<file path="src/rtl/axis_reg_pipe_pkg.sv">
// axis_reg_pipe_pkg: shared stage-mode encoding and occupancy width helper
package axis_reg_pipe_pkg;
    typedef enum logic [1:0] {REG_BYPASS = 2'd0, REG_FULL = 2'd1, REG_FWD = 2'd2} reg_mode_e;
    function automatic int occ_bits(input int n);
        return n == 0 ? 1 : $clog2(2 * n + 1);
    endfunction
endpackage

</file>
<file path="src/rtl/axis_reg_stage.sv">
// axis_reg_stage: one AXI4-Stream register slice (bypass, full skid or forward-only)
module axis_reg_stage
    import axis_reg_pipe_pkg::*;
#(
    parameter int DATA_BITS = 512,
    parameter int REG_MODE  = 1
) (
    input  logic                   aclk,
    input  logic                   areset,
    input  logic [DATA_BITS-1:0]   s_tdata,
    input  logic [DATA_BITS/8-1:0] s_tkeep,
    input  logic                   s_tlast,
    input  logic                   s_tvalid,
    output logic                   s_tready,
    output logic [DATA_BITS-1:0]   m_tdata,
    output logic [DATA_BITS/8-1:0] m_tkeep,
    output logic                   m_tlast,
    output logic                   m_tvalid,
    input  logic                   m_tready
);
    localparam int PW = DATA_BITS + DATA_BITS / 8 + 1;
    logic [PW-1:0] s_beat;
    assign s_beat = {s_tlast, s_tkeep, s_tdata};
    generate
        if (REG_MODE == int'(REG_FULL)) begin : g_full
            logic [PW-1:0] main_q, skid_q;
            logic main_v, skid_v, rdy, s_acc, load;
            assign s_acc = s_tvalid && rdy;
            assign load  = !main_v || m_tready;
            // rdy mirrors "skid empty" one cycle late, so it never depends on m_tready combinationally
            always_ff @(posedge aclk) begin
                if (areset) begin
                    main_v <= 1'b0;
                    skid_v <= 1'b0;
                    rdy    <= 1'b0;
                end else if (load) begin
                    main_v <= skid_v || s_acc;
                    skid_v <= 1'b0;
                    rdy    <= 1'b1;
                end else if (s_acc) begin
                    skid_v <= 1'b1;
                    rdy    <= 1'b0;
                end
            end
            always_ff @(posedge aclk) begin
                if (load) main_q <= skid_v ? skid_q : s_beat;
                else if (s_acc) skid_q <= s_beat;
            end
            assign s_tready = rdy;
            assign m_tvalid = main_v;
            assign {m_tlast, m_tkeep, m_tdata} = main_q;
        end else if (REG_MODE == int'(REG_FWD)) begin : g_fwd
            logic [PW-1:0] q;
            logic v;
            assign s_tready = !v || m_tready;
            always_ff @(posedge aclk) begin
                if (areset) v <= 1'b0;
                else if (s_tready) v <= s_tvalid;
            end
            always_ff @(posedge aclk) begin
                if (s_tready && s_tvalid) q <= s_beat;
            end
            assign m_tvalid = v;
            assign {m_tlast, m_tkeep, m_tdata} = q;
        end else begin : g_byp
            assign s_tready = m_tready;
            assign m_tvalid = s_tvalid;
            assign {m_tlast, m_tkeep, m_tdata} = s_beat;
        end
    endgenerate
endmodule

</file>
<file path="src/rtl/axis_reg_pipe.sv">
// axis_reg_pipe: cascade of N_STAGES AXI4-Stream register slices with
// boundary occupancy and accepted-beat counters
module axis_reg_pipe
    import axis_reg_pipe_pkg::*;
#(
    parameter int DATA_BITS = 512,
    parameter int N_STAGES  = 2,
    parameter int REG_MODE  = 1,
    localparam int OCC_BITS = occ_bits(N_STAGES)
) (
    input  logic                   aclk,
    input  logic                   areset,
    input  logic [DATA_BITS-1:0]   s_axis_tdata,
    input  logic [DATA_BITS/8-1:0] s_axis_tkeep,
    input  logic                   s_axis_tlast,
    input  logic                   s_axis_tvalid,
    output logic                   s_axis_tready,
    output logic [DATA_BITS-1:0]   m_axis_tdata,
    output logic [DATA_BITS/8-1:0] m_axis_tkeep,
    output logic                   m_axis_tlast,
    output logic                   m_axis_tvalid,
    input  logic                   m_axis_tready,
    output logic [OCC_BITS-1:0]    occupancy,
    output logic [31:0]            beat_cnt
);
    localparam int KB  = DATA_BITS / 8;
    localparam bit BYP = (REG_MODE == int'(REG_BYPASS)) || (N_STAGES == 0);
    logic s_acc, m_acc;
    generate
        if (BYP) begin : g_byp
            assign m_axis_tdata  = s_axis_tdata;
            assign m_axis_tkeep  = s_axis_tkeep;
            assign m_axis_tlast  = s_axis_tlast;
            assign m_axis_tvalid = s_axis_tvalid;
            assign s_axis_tready = m_axis_tready;
        end else begin : g_pipe
            logic [DATA_BITS-1:0] d [N_STAGES+1];
            logic [KB-1:0]        k [N_STAGES+1];
            logic                 l [N_STAGES+1];
            logic                 v [N_STAGES+1];
            logic                 r [N_STAGES+1];
            assign d[0] = s_axis_tdata;
            assign k[0] = s_axis_tkeep;
            assign l[0] = s_axis_tlast;
            assign v[0] = s_axis_tvalid;
            assign s_axis_tready = r[0];
            assign m_axis_tdata  = d[N_STAGES];
            assign m_axis_tkeep  = k[N_STAGES];
            assign m_axis_tlast  = l[N_STAGES];
            assign m_axis_tvalid = v[N_STAGES];
            assign r[N_STAGES]   = m_axis_tready;
            for (genvar i = 0; i < N_STAGES; i++) begin : g_stage
                axis_reg_stage #(.DATA_BITS(DATA_BITS), .REG_MODE(REG_MODE)) u_stage (
                    .aclk    (aclk),
                    .areset  (areset),
                    .s_tdata (d[i]),
                    .s_tkeep (k[i]),
                    .s_tlast (l[i]),
                    .s_tvalid(v[i]),
                    .s_tready(r[i]),
                    .m_tdata (d[i+1]),
                    .m_tkeep (k[i+1]),
                    .m_tlast (l[i+1]),
                    .m_tvalid(v[i+1]),
                    .m_tready(r[i+1])
                );
            end
        end
    endgenerate
    assign s_acc = s_axis_tvalid && s_axis_tready;
    assign m_acc = m_axis_tvalid && m_axis_tready;
    // one counter at the boundary tracks total beats in flight across every stage
    always_ff @(posedge aclk) begin
        if (areset) begin
            occupancy <= '0;
            beat_cnt  <= '0;
        end else begin
            beat_cnt  <= beat_cnt + 32'(s_acc);
            occupancy <= BYP ? '0 : occupancy + OCC_BITS'(s_acc) - OCC_BITS'(m_acc);
        end
    end
endmodule

</file>
<file path="config.mk">
export PLATFORM = sky130hd
export DESIGN_NAME = axis_reg_pipe
export DESIGN_NICKNAME = d
export VERILOG_FILES = /design/src/rtl/axis_reg_pipe_pkg.sv /design/src/rtl/axis_reg_stage.sv /design/src/rtl/axis_reg_pipe.sv
export SDC_FILE = /design/constraint.sdc
export NUM_CORES = 2
export LEC_CHECK = 0
export CORE_AREA = 2 2 471 473
export DETAILED_ROUTE_END_ITERATION = 6
export DIE_AREA = 0 0 473 475
export HOLD_SLACK_MARGIN = 0.08
export SETUP_SLACK_MARGIN = 0.3
export SLEW_MARGIN = 25
export SYNTH_ARGS = -nofsm -noshare
export SYNTH_HDL_FRONTEND = slang
export SYNTH_HIERARCHICAL = 1
export SYNTH_SLANG_ARGS = --single-unit
export TNS_END_PERCENT = 100
</file>
<file path="constraint.sdc">
create_clock -name aclk -period 195 [get_ports aclk]
set_input_delay 48.75 -clock aclk [delete_from_list [all_inputs] [get_ports aclk]]
set_output_delay 48.75 -clock aclk [all_outputs]
set_load 0.05 [all_outputs]
</file>
==> flow_metrics.tcl <==
set metrics [dict create \
    cpMaxStageDelayCell "buf_4" \
    die_area_um2 224700 \
    vias 40610 \
    min_path_type "flip-flop to flip-flop" \
    final_layout_size_suffix_gt1_share_pct 28.92 \
    max_cap_violations 0 \
    cts_resized 0 \
    core_um2 219100 \
    drc 0 \
    synth-seq-cells 2349 \
    die_h_um 475 \
    clock_skew_ps 76.08 \
    postCtsSetupRepairBufs 0 \
    status "completed" \
    fp.dieW_um 473 \
    synth_largest_area_cell "edfxtp_1" \
    holdWs_ps 403.6 \
    tritoncts.num_buffers 237 \
    clkTransAtPathRegs_ps 60 \
    ys_types 41 \
    area_growth_pct 24.83 \
    worst_pin_slew_ps 1111 \
    grt.total_usage_pct 18.01 \
    max_freq_ghz 0.01860 \
    synth_seq_area_share_pct 78.39 \
    syn_area_um2 89460 \
    syn_inst 3803 \
    cp-start-kind "input pin" \
    dr.pass1.iters 5 \
    cp_top_family "buffers and inverters" \
    critPathMaxFanout 69 \
    grt_pass1_vias 41180 \
    final.fill_count 17470 \
    cts_max_path_buffers 3 \
    hold_violations 0 \
    gp_congestion 0.8280 \
    critPathBufInv 7 \
    root_buffer "clkbuf_16" \
    globalRoute.totalOverflow 0 \
    drtIter0Drc 2733 \
    clock_latency_ps 870 \
    grt_pass1_wl_um 294000 \
    via_per_inst 4.918 \
    synth_top_area_share_pct 77.47 \
    wire_per_inst_um 25.41 \
    rsz0062_at_grt "no" \
    critPathKind "input pin to flip-flop" \
    synth_nets 4388 \
    row_count 172 \
    numPortBuffers 1194 \
    cts_tree "yes" \
    fin_nets 5737 \
    path_cells "clkdlybuf4s50_1, nand2_1, nor2_4, buf_4, buf_4, buf_6, buf_4, buf_4, buf_4" \
    io_pins 1195 \
    max_stage_delay_ps 780 \
    area.sequential_um2 70130 \
    grt_start_max_net_pins 145 \
    synth_area_leaders "edfxtp_1 (77%), mux2_4 (17%), mux2_2 (2.0%)" \
    min_period_ps 53770 \
    start_util_pct 40.84 \
    p_per_area_nw_per_um2 10.12 \
    slew_headroom_pct 25.93 \
    cts_max_level 4 \
    wirelength_um 209900 \
    multi_input_area_um2 17820 \
    fin_setup_tns_ps 0 \
    cts_hold_buf 0 \
    antenna_found_initial 86 \
    p_leak_nw 39.14 \
    setup_viol_count_final 0 \
    maxSlewViolCount 0 \
    dp_hpwl_um 141100 \
    syn_avg_cell_area_um2 23.52 \
    critPathArrivalTime_ps 54200 \
    crit_path_end_kind "flip-flop" \
    period_share_pct 27.57 \
    cpMostUsedCell "buf_4" \
    cp.required_ps 195440 \
    clkSinkCount 2349 \
    max-vdd-ir-drop_mv 0.009671 \
    ys_warn_count 6 \
    ant_nets 0 \
]
-- metal layers --
| metal | part of all wire [%] | global-route usage, % | vias to the layer above |
|---|---|---|---|
| met1 | 39 | 21.58 | 20930 |
| li1 | - | - | 17990 |
| met4 | 2.4 | 6.161 | 78 |
| met2 | 50 | 30.38 | 1258 |
| met3 | 7.7 | 6.017 | 360 |
| met5 | 0.23 | 0 | - |
-- cell usage after synthesis (all sizes together) --
| cell type | number |
|---|---|
| inv | 4 |
| clkbuf | 7 |
| nor2b | 6 |
| nand2b | 2 |
| nand3 | 9 |
| ha | 3 |
| dfxtp | 41 |
| nor2 | 15 |
| o31a | 1 |
| and4 | 4 |
| edfxtp | 2308 |
| nand4 | 13 |
| and2 | 2 |
| and3 | 7 |
| fa | 1 |
| o31ai | 9 |
| buf | 132 |
| o21ba | 3 |
| or3b | 1 |
| nor3 | 3 |
| or4 | 9 |
| nand4b | 1 |
| nor4 | 2 |
| nand2 | 11 |
| a21oi | 23 |
| xor2 | 9 |
| o41ai | 1 |
| mux2 | 1155 |
| or3 | 9 |
| xnor2 | 3 |
| o21ai | 9 |
-- worst register-to-register path, delay by kind of cell (launching register included) --
| kind | cells | cell delay (ps) |
|---|---|---|
| buffers and inverters | 6 | 5110 |
| DFF | 1 | 900 |
| muxes | 1 | 440 |
-- worst paths after layout --
| kind | startpoint | endpoint | cells after the start | slack, ps |
|---|---|---|---|---|
| setup / recovery | s_axis_tvalid | g_pipe.g_stage[0].u_stage/g_full.skid_q[162]$_DFFE_PP_ | 9 | 141230 |
| hold / removal | g_pipe.g_stage[0].u_stage/g_full.main_q[169]$_DFFE_PP_ | g_pipe.g_stage[1].u_stage/g_full.skid_q[169]$_DFFE_PP_ | 0 | 400 |
| setup reg to reg | g_pipe.g_stage[0].u_stage/g_full.skid_v$_SDFFE_PP0P_ | g_pipe.g_stage[0].u_stage/g_full.main_q[204]$_DFFE_PP_ | 7 | 188290 |
| hold reg to reg | g_pipe.g_stage[0].u_stage/g_full.main_q[169]$_DFFE_PP_ | g_pipe.g_stage[1].u_stage/g_full.skid_q[169]$_DFFE_PP_ | 0 | 400 |
-- flip-flops by register name, indices dropped and copies added, names as in the netlist --
signal	count
g_pipe.g_stage.u_stage/m_tvalid	2
beat_cnt	32
g_pipe.g_stage.u_stage/g_full.skid_v	2
g_pipe.g_stage.u_stage/s_tready	2
g_pipe.g_stage.u_stage/g_full.skid_q	1154
occupancy	3
g_pipe.g_stage.u_stage/g_full.main_q	1154
-- report_power, final --
group / switching [W] / total [W] / internal (W)
registers: 0.00000923 / 0.000587 / 0.000577
clock network: 0.000191 / 0.000444 / 0.000253
logic: 0.0000555 / 0.0000991 / 0.0000435
-- through the flow --
| step | instance area [µm²] | setup WS [ps] | utilization (%) | cells | total power (W) |
|---|---|---|---|---|---|
| finish | 111700 | 141230 | 50.98 | 8259 | 0.001130 |
| global route | 111600 | 140820 | 50.96 | 8245 | 0.001167 |
| CTS | 111600 | 140890 | 50.93 | 8223 | 0.001143 |
| detailed placement | 104000 | 139910 | 47.48 | 7784 | 0.0006974 |
| global placement | 104000 | 139980 | 47.48 | 7784 | 0.0006960 |
| floorplan | 89460 | 24830 | - | 3803 | 0.0006587 |
-- cell families after synthesis --
group	synth area share (%)
DFF	78.39
muxes	18.73
buffers and inverters	1.731
and+or+nand+nor	0.6573
AOI/OAI and AO/OA	0.3077
xor gates and xnor gates	0.1175
adders and majority gates	0.06434
-- layout make-up --
| cell class | count | share of cell area [%] |
|---|---|---|
| diodes | 36 | 0.08067 |
| inverters | 4 | 0.01344 |
| clock inverters | 142 | 1.213 |
| multi-input cells | 1311 | 15.95 |
| repair buffers | 1249 | 11.15 |
| well taps | 2871 | 3.217 |
| clock buffers | 297 | 5.569 |
| flip-flops and latches | 2349 | 62.80 |
-- layout by cell type, fill, tap and decap left out, types with 4 or more instances in the layout --
cell type,n
nand2_1,11
o31ai_1,9
mux2_4,1000
clkinvlp_4,5
buf_12,7
bufinv_16,21
clkinv_16,4
xor2_1,9
nand4_1,10
nor2b_1,6
a21oi_1,23
clkbuf_1,57
clkbuf_16,240
o21ai_0,9
diode_2,36
dfxtp_1,39
or3_1,9
nand3_1,8
inv_6,4
and3_1,7
edfxtp_1,2308
mux2_2,155
clkinv_2,42
clkinv_1,60
nor2_1,13
inv_1,4
clkdlybuf4s50_1,1194
or4_1,9
buf_4,47
No activity file was read; power rests on OpenSTA's default activity.
